### src/rtl/reg_write_arbiter.sv
// Four-requester round-robin arbiter that funnels register writes into a
// bank: one registered grant / one-hot enable / data beat per two cycles.
//
// Ports:
//   clk    rising-edge clock
//   clrn   synchronous active-low reset
//   req    per-requester write request (bit i = requester i)
//   addr   register address of requester i at [i*AW +: AW]
//   wdata  write data of requester i at [i*DW +: DW]
//   gnt    registered one-hot grant pulse
//   ena    registered one-hot per-register enable (0 if addr >= NREG)
//   d      registered write data shared by all bank registers
//   busy   high while the WRITE beat is presented
// Optional build macro REG_LOCK_EN adds:
//   lock   per-register write lock, sampled with addr during arbitration
//   err    registered pulse, set when the granted write hits a locked register
module reg_write_arbiter #(
  parameter int DW   = 8,
  parameter int NREG = 8,
  localparam int AW  = (NREG > 1) ? $clog2(NREG) : 1
) (
  input  logic            clk,
  input  logic            clrn,
  input  logic [3:0]      req,
  input  logic [4*AW-1:0] addr,
  input  logic [4*DW-1:0] wdata,
`ifdef REG_LOCK_EN
  input  logic [NREG-1:0] lock,
  output logic            err,
`endif
  output logic [3:0]      gnt,
  output logic [NREG-1:0] ena,
  output logic [DW-1:0]   d,
  output logic            busy
);

  typedef enum logic {
    IDLE  = 1'b0,
    WRITE = 1'b1
  } state_t;

  state_t          state, state_n;
  logic [1:0]      ptr, ptr_n;
  logic [1:0]      win_q, win_n;
  logic [3:0]      gnt_n;
  logic [NREG-1:0] ena_n;
  logic [DW-1:0]   d_n;

  logic [1:0]      sel, idx;
  logic            found;
  logic [AW-1:0]   sel_addr;
  logic [DW-1:0]   sel_data;
  logic            in_rng;
  logic            locked;

`ifdef REG_LOCK_EN
  logic            err_n;
`endif

  // First requesting index at or above ptr, wrapping modulo 4.
  always_comb begin
    found = 1'b0;
    sel   = ptr;
    idx   = '0;
    for (int k = 0; k < 4; k++) begin
      idx = ptr + k[1:0];
      if (!found && req[idx]) begin
        found = 1'b1;
        sel   = idx;
      end
    end
  end

  assign sel_addr = addr[sel*AW +: AW];
  assign sel_data = wdata[sel*DW +: DW];
  assign in_rng   = int'(sel_addr) < NREG;

`ifdef REG_LOCK_EN
  assign locked = in_rng && lock[sel_addr];
`else
  assign locked = 1'b0;
`endif

  // The beat is registered on the arbitration edge, so the output
  // registers themselves hold the captured address decode and data.
  always_comb begin
    state_n = state;
    ptr_n   = ptr;
    win_n   = win_q;
    gnt_n   = '0;
    ena_n   = '0;
    d_n     = '0;
`ifdef REG_LOCK_EN
    err_n   = 1'b0;
`endif
    unique case (state)
      IDLE: begin
        if (found) begin
          state_n = WRITE;
          win_n   = sel;
          gnt_n   = 4'b0001 << sel;
          d_n     = sel_data;
          if (in_rng && !locked)
            ena_n = {{(NREG-1){1'b0}}, 1'b1} << sel_addr;
`ifdef REG_LOCK_EN
          err_n   = locked;
`endif
        end
      end
      WRITE: begin
        state_n = IDLE;
        ptr_n   = win_q + 2'd1;
      end
      default: state_n = IDLE;
    endcase
  end

  // Reset also wins over the arbitration edge, so a request seen
  // together with clrn=0 never produces a grant.
  always_ff @(posedge clk) begin
    if (!clrn) begin
      state <= IDLE;
      ptr   <= '0;
      win_q <= '0;
      gnt   <= '0;
      ena   <= '0;
      d     <= '0;
`ifdef REG_LOCK_EN
      err   <= 1'b0;
`endif
    end else begin
      state <= state_n;
      ptr   <= ptr_n;
      win_q <= win_n;
      gnt   <= gnt_n;
      ena   <= ena_n;
      d     <= d_n;
`ifdef REG_LOCK_EN
      err   <= err_n;
`endif
    end
  end

  assign busy = (state == WRITE);

endmodule

### config.mk
export PLATFORM = sky130hd
export DESIGN_NAME = reg_write_arbiter
export DESIGN_NICKNAME = d
export VERILOG_FILES = /design/src/rtl/reg_write_arbiter.sv
export SDC_FILE = /design/constraint.sdc
export NUM_CORES = 1
export LEC_CHECK = 0
export ABC_CLOCK_PERIOD_IN_PS = 2000
export CORE_MARGIN = 2
export CORE_UTILIZATION = 37
export CTS_CLUSTER_SIZE = 20
export DETAILED_ROUTE_END_ITERATION = 12
export PLACE_DENSITY = 0.78
export SLEW_MARGIN = 10
export SYNTH_ARGS = -nofsm -noshare
export SYNTH_HDL_FRONTEND = slang
export SYNTH_SLANG_ARGS = --single-unit
### constraint.sdc
create_clock -name clk -period 2 [get_ports clk]
set_clock_uncertainty 0.1 [all_clocks]
set_input_delay 0.3 -clock clk [delete_from_list [all_inputs] [get_ports clk]]
set_output_delay 0.3 -clock clk [all_outputs]
set_load 0.1 [all_outputs]
After elaboration in Yosys (flattened, before gate mapping) --
Index checks and enable logic that the tools add are counted.
Storage, ports and cells: register bits after elaboration 25, output and inout bits 21
Operators by class: add/subtract/negate cells 4, $mul 1, order comparisons 4, shift operators 4, mux-type cells 17, bitwise operators 3, reductions and logical operators 8
Operators by type and width (number):
- $shiftx A32 B6 Y8 | 1
- $lt A2 B3 Y1 const B | 4
- $shiftx A12 B5 Y3 | 1
- $mux W1 | 9
- $bmux W1 S2 | 4
- $shl A1 B3 Y8 const A | 1
- $mux W2 | 3
- $add A2 B1 Y2 const B | 2
- $add A2 B2 Y2 const B | 2
- $mul A2 B2 Y4 const B | 1
- $shl A1 B2 Y4 const A | 1
- $logic_and A1 B1 Y1 | 3
- $logic_not A1 Y1 | 3
- $not A1 Y1 | 3
- $reduce_or A3 Y1 | 1
- $pmux W1 S2 | 1
- $reduce_and A2 Y1 | 1

Depth between registers and ports, before layout --
depth after elaboration 15, depth in mapped cells 8

Worst setup path after synthesis --
Ideal clock, no wire load.
kind flip-flop to flip-flop, from register state (netlist: busy), to register ena[0], setup time 0.131 ns, arrival time 2.051 ns, data required time 1.769 ns, slack -0.282 ns, cell stages (with the launch flop) 7, cell sequence dfxtp_1 -> a21oi_1 -> nand2_1 -> clkbuf_1 -> nor2_1 -> a22oi_2 -> nor3_1
Between the ends: word-level cells in the longest chain between the ends 1
RTL lines:
- from (decl) | line 42 | state_t state, state_n;
- from (signal assigned) | line 132 | state <= state_n;
- $reduce_or A3 Y1 (no line)
- to (signal assigned) | line 136 | ena <= ena_n;
- to (decl) | line 32 | output logic [NREG-1:0] ena,
No other way between the ends. A chain may end at the register's enable or synchronous reset.

Worst setup path after layout --
from register ptr[1], to register d[5]
Between the ends: word-level cells in the longest chain between the ends 14
RTL lines:
- from (decl) | line 43 | logic [1:0] ptr, ptr_n;
- from (signal assigned) | line 133 | ptr <= ptr_n;
- branches (longest 14 deep; another with $add A2 B1 Y2)
- to (signal assigned) | line 137 | d <= d_n;
- to (decl) | line 33 | output logic [DW-1:0] d,
Parallel ways; which one is timed is not known. The select of a mux whose other input is x is not followed.

==> out/qor.txt <==
STATUS
--------------------------------------------------------------------------------
Outcome                                                             finished clean

ROUTE
--------------------------------------------------------------------------------
Number of DRC violations after detailed-routing iteration 0                   32
Total length of routed wires                                             3730 um
Vias/cell                                                                   4.92
Remaining DRCs                                                                 0
First drt pass iteration count                                                 4
Antenna-violating nets left                                                    0
Total vias in the final route                                               1323
Routed len/inst                                                          13.9 um

WORST SETUP PATH
--------------------------------------------------------------------------------
CP Data Arrival Time                                                     2.04 ns
Crit. End Element                                                      flip-flop
Critical path class                                                 flip-flop to flip-flop
Startpoint of the worst register-to-register path                         ptr[1]
Startpoint type of the worst setup path                                flip-flop
Register-to-register setup slack                                         0.08 ns
Worst endpoint required time                                             2.12 ns
Worst reg2reg path endpoint                                                 d[5]
R2r worst-path depth                                                           7
Critical-path maximum fanout                                                  17

YOSYS
--------------------------------------------------------------------------------
Share of synthesized flip-flops with an asynchronous set or reset              0
EDFF count, synth                                                              0
Register bit count reported by yosys                                          25
Net Count, Synth                                                             184
Cell area after synthesis                                           0.00123 sq mm
Proportion of netlist area held by the largest area contributor            0.406
Number of warnings printed during yosys synthesis                              0
Seq/Total Area, Yosys                                                      0.406
Unique masters post-synth                                                     29
Average footprint of a synthesized cell                               9.21 sq um
Predominant post-synthesis flop cell                                sky130_fd_sc_hd__dfxtp_1
Synth top area cells                                                sky130_fd_sc_hd__dfxtp_1 (41%), sky130_fd_sc_hd__mux2i_1 (11%), sky130_fd_sc_hd__nand2_1 (7.9%)
Cell accounting for the most synthesized area                       sky130_fd_sc_hd__dfxtp_1
Synthesized netlist cell count                                               134

CTS
--------------------------------------------------------------------------------
CTS clk-pin slew, worst paths                                            0.13 ns
CTS tree                                                                     yes
Maximum level of the CTS H-tree                                                1
Worst-skew pair later-pin latency                                        0.32 ns
Number of clock sinks seen by CTS                                             25
Number of buffers created by CTS                                               3
Root buffer selected by CTS                                         sky130_fd_sc_hd__clkbuf_4
Largest buffer count on any clock path                                         2

STA
--------------------------------------------------------------------------------
Final worst-path cycle share                                               0.959
Minimum clock period after layout                                        1.92 ns
Number of setup violations in the final report                                 0
Actual slew at the worst max-slew pin                                   0.304 ns
Crit path setup slack, layout                                          0.0821 ns
Hold Violations, Final                                                         0
Unrepaired setup endpoints after global routing                              yes
Maximum clock frequency                                                  521 MHz
Relative slew margins                                                      0.797
Max Transition Viols Final                                                     0

GLOBAL ROUTING
--------------------------------------------------------------------------------
Total gr overflow                                                              0
Pin count of the biggest net entering global routing                          18
Vias in the first global route                                              1168
Wire length of the first global-routing pass                             5150 um
Overall routing resource usage                                             0.185
Antenna violations before repair                                               0

PLACED DESIGN
--------------------------------------------------------------------------------
HPWL reported at the end of detailed placement                           2790 um
Port Buf Inserts                                                              70
Post-placement cell count                                                    257
Final GP Congestion                                                        0.770
Pre-CTS setup slack                                                    -0.392 ns

RUN
--------------------------------------------------------------------------------
Number of maximum-capacitance constraint violations                            0

FLOORPLAN
--------------------------------------------------------------------------------
Initial core utilization                                                   0.398
Die area                                                            0.00381 sq mm
Die X-Extent                                                             61.7 um
Placement Rows                                                                20
Num ports                                                                     71
Die Y                                                                    61.7 um
Area inside the core boundary                                       0.00310 sq mm

WORST HOLD PATH
--------------------------------------------------------------------------------
Launch point of the worst hold path                                         busy
Hold-critical path endpoint                                               ptr[1]
Min-Delay Path Depth                                                           1
Tightest Hold Check Type                                            flip-flop to flip-flop

FINISH
--------------------------------------------------------------------------------
Most common cell after layout, fill and taps aside                  sky130_fd_sc_hd__clkdlybuf4s50_1
Share of cells above drive strength 1                                      0.320
Most frequent cells in the layout                                   sky130_fd_sc_hd__clkdlybuf4s50_1 (46), sky130_fd_sc_hd__buf_4 (44), sky130_fd_sc_hd__nand2_1 (26), sky130_fd_sc_hd__dfxtp_1 (22), sky130_fd_sc_hd__mux2i_1 (11)
Antenna fix cells                                                              0
Final std cells w/o fill                                                     269
Filler cell count in the final layout                                        263
Area added between synthesis and finish                                    75.5%
Area of the multi-input gates                                          717 sq um
Sequential cell area in the final layout                               507 sq um
Nets                                                                         276

POWER AND IR DROP
--------------------------------------------------------------------------------
VDD IR max                                                              0.350 mV
Leakage                                                                 0.966 nW
Power per cell area                                                  732 mW/mm^2

-- metrics by stage --
step / TNS, ns / utilization / area [sq um] / total power [mW] / hold WS, ns
after floorplan: 0 / - / 1230 / 1.07 / 0.322
after global placement: -3.55 / 0.644 / 2000 / 1.29 / 0.423
after detailed placement: -5.17 / 0.644 / 2000 / 1.31 / 0.427
after CTS: 0 / 0.663 / 2060 / 1.54 / 0.453
after global routing: -0.0118 / 0.698 / 2160 / 1.65 / 0.466
final: 0 / 0.698 / 2160 / 1.58 / 0.453
-- worst max-delay path, stage by stage, from the launching register on --
cell	delay [ns]
sky130_fd_sc_hd__dfxtp_4	0.39
sky130_fd_sc_hd__and3b_1	0.19
sky130_fd_sc_hd__nor4_2	0.30
sky130_fd_sc_hd__nand2b_4	0.25
sky130_fd_sc_hd__buf_12	0.16
sky130_fd_sc_hd__buf_4	0.12
sky130_fd_sc_hd__mux2i_1	0.21
sky130_fd_sc_hd__a211oi_2	0.10
-- sequential cells by signal, summed over array words and instances (netlist names) --
register	cells
gnt	4
win_q	2
ptr	2
ena	8
busy	1
d	8
-- logic make-up after synthesis --
family	Yosys count	synth area share
AO/OA/AOI/OAI	24	0.169
buffers and inverters	10	0.0680
multiplexers	13	0.105
flip-flops	25	0.406
AND/OR/NAND/NOR	61	0.244
XOR/XNOR	1	0.00710
-- worst max-delay path by stage --
stage | slack [ns] | startpoint | cells after the start | endpoint
2_1_floorplan | 0.1 | busy | 6 | ena[0]
3_3_place_gp | -0.24 | req[0] | 7 | ena[4]
3_5_place_dp | -0.39 | req[0] | 7 | ena[6]
4_1_cts | 0.007 | req[2] | 7 | ena[1]
5_1_grt | -0.01 | ptr[1] | 7 | d[5]
6_report | 0.08 | ptr[1] | 7 | d[5]
-- Yosys cell counts, types with 3 or more instances --
cell type / instances
sky130_fd_sc_hd__inv_1: 3
sky130_fd_sc_hd__nor2_1: 8
sky130_fd_sc_hd__a211oi_2: 4
sky130_fd_sc_hd__nand2_1: 26
sky130_fd_sc_hd__nor3_1: 9
sky130_fd_sc_hd__mux2i_1: 13
sky130_fd_sc_hd__and3_1: 8
sky130_fd_sc_hd__a21oi_1: 4
sky130_fd_sc_hd__a211oi_1: 4
sky130_fd_sc_hd__dfxtp_1: 25
sky130_fd_sc_hd__nor2b_1: 6
-- power breakdown --
| group | switching [mW] | internal, mW |
|---|---|---|
| Clock | 0.148 | 0.0782 |
| Sequential | 0.0206 | 0.542 |
| Combinational | 0.480 | 0.315 |
-- metal layers --
layer	GRT usage	up-vias	wire length, um
met3	0.0269	5	377
met5	0	-	0
met2	0.347	65	1770
met4	0.0821	0	59
met1	0.204	595	1520
li1	-	658	-
-- what timing repair did --
action / CTS / global route
hold buffers: 0 / 0
endpoints found under the setup margin: 5 / 16
buffers inserted: 0 / 8
resized for setup: 5 / 16
pin swaps: 1 / 5
-- final cells by class --
type / count / share of cell area
Clock buffer: 4 / 0.0121
Inverter: 3 / 0.00520
Multi-Input combinational cell: 99 / 0.331
Sequential cell: 25 / 0.234
Tap cell: 44 / 0.0254
Timing Repair Buffer: 94 / 0.392
Power figures use the tool's default switching activity.
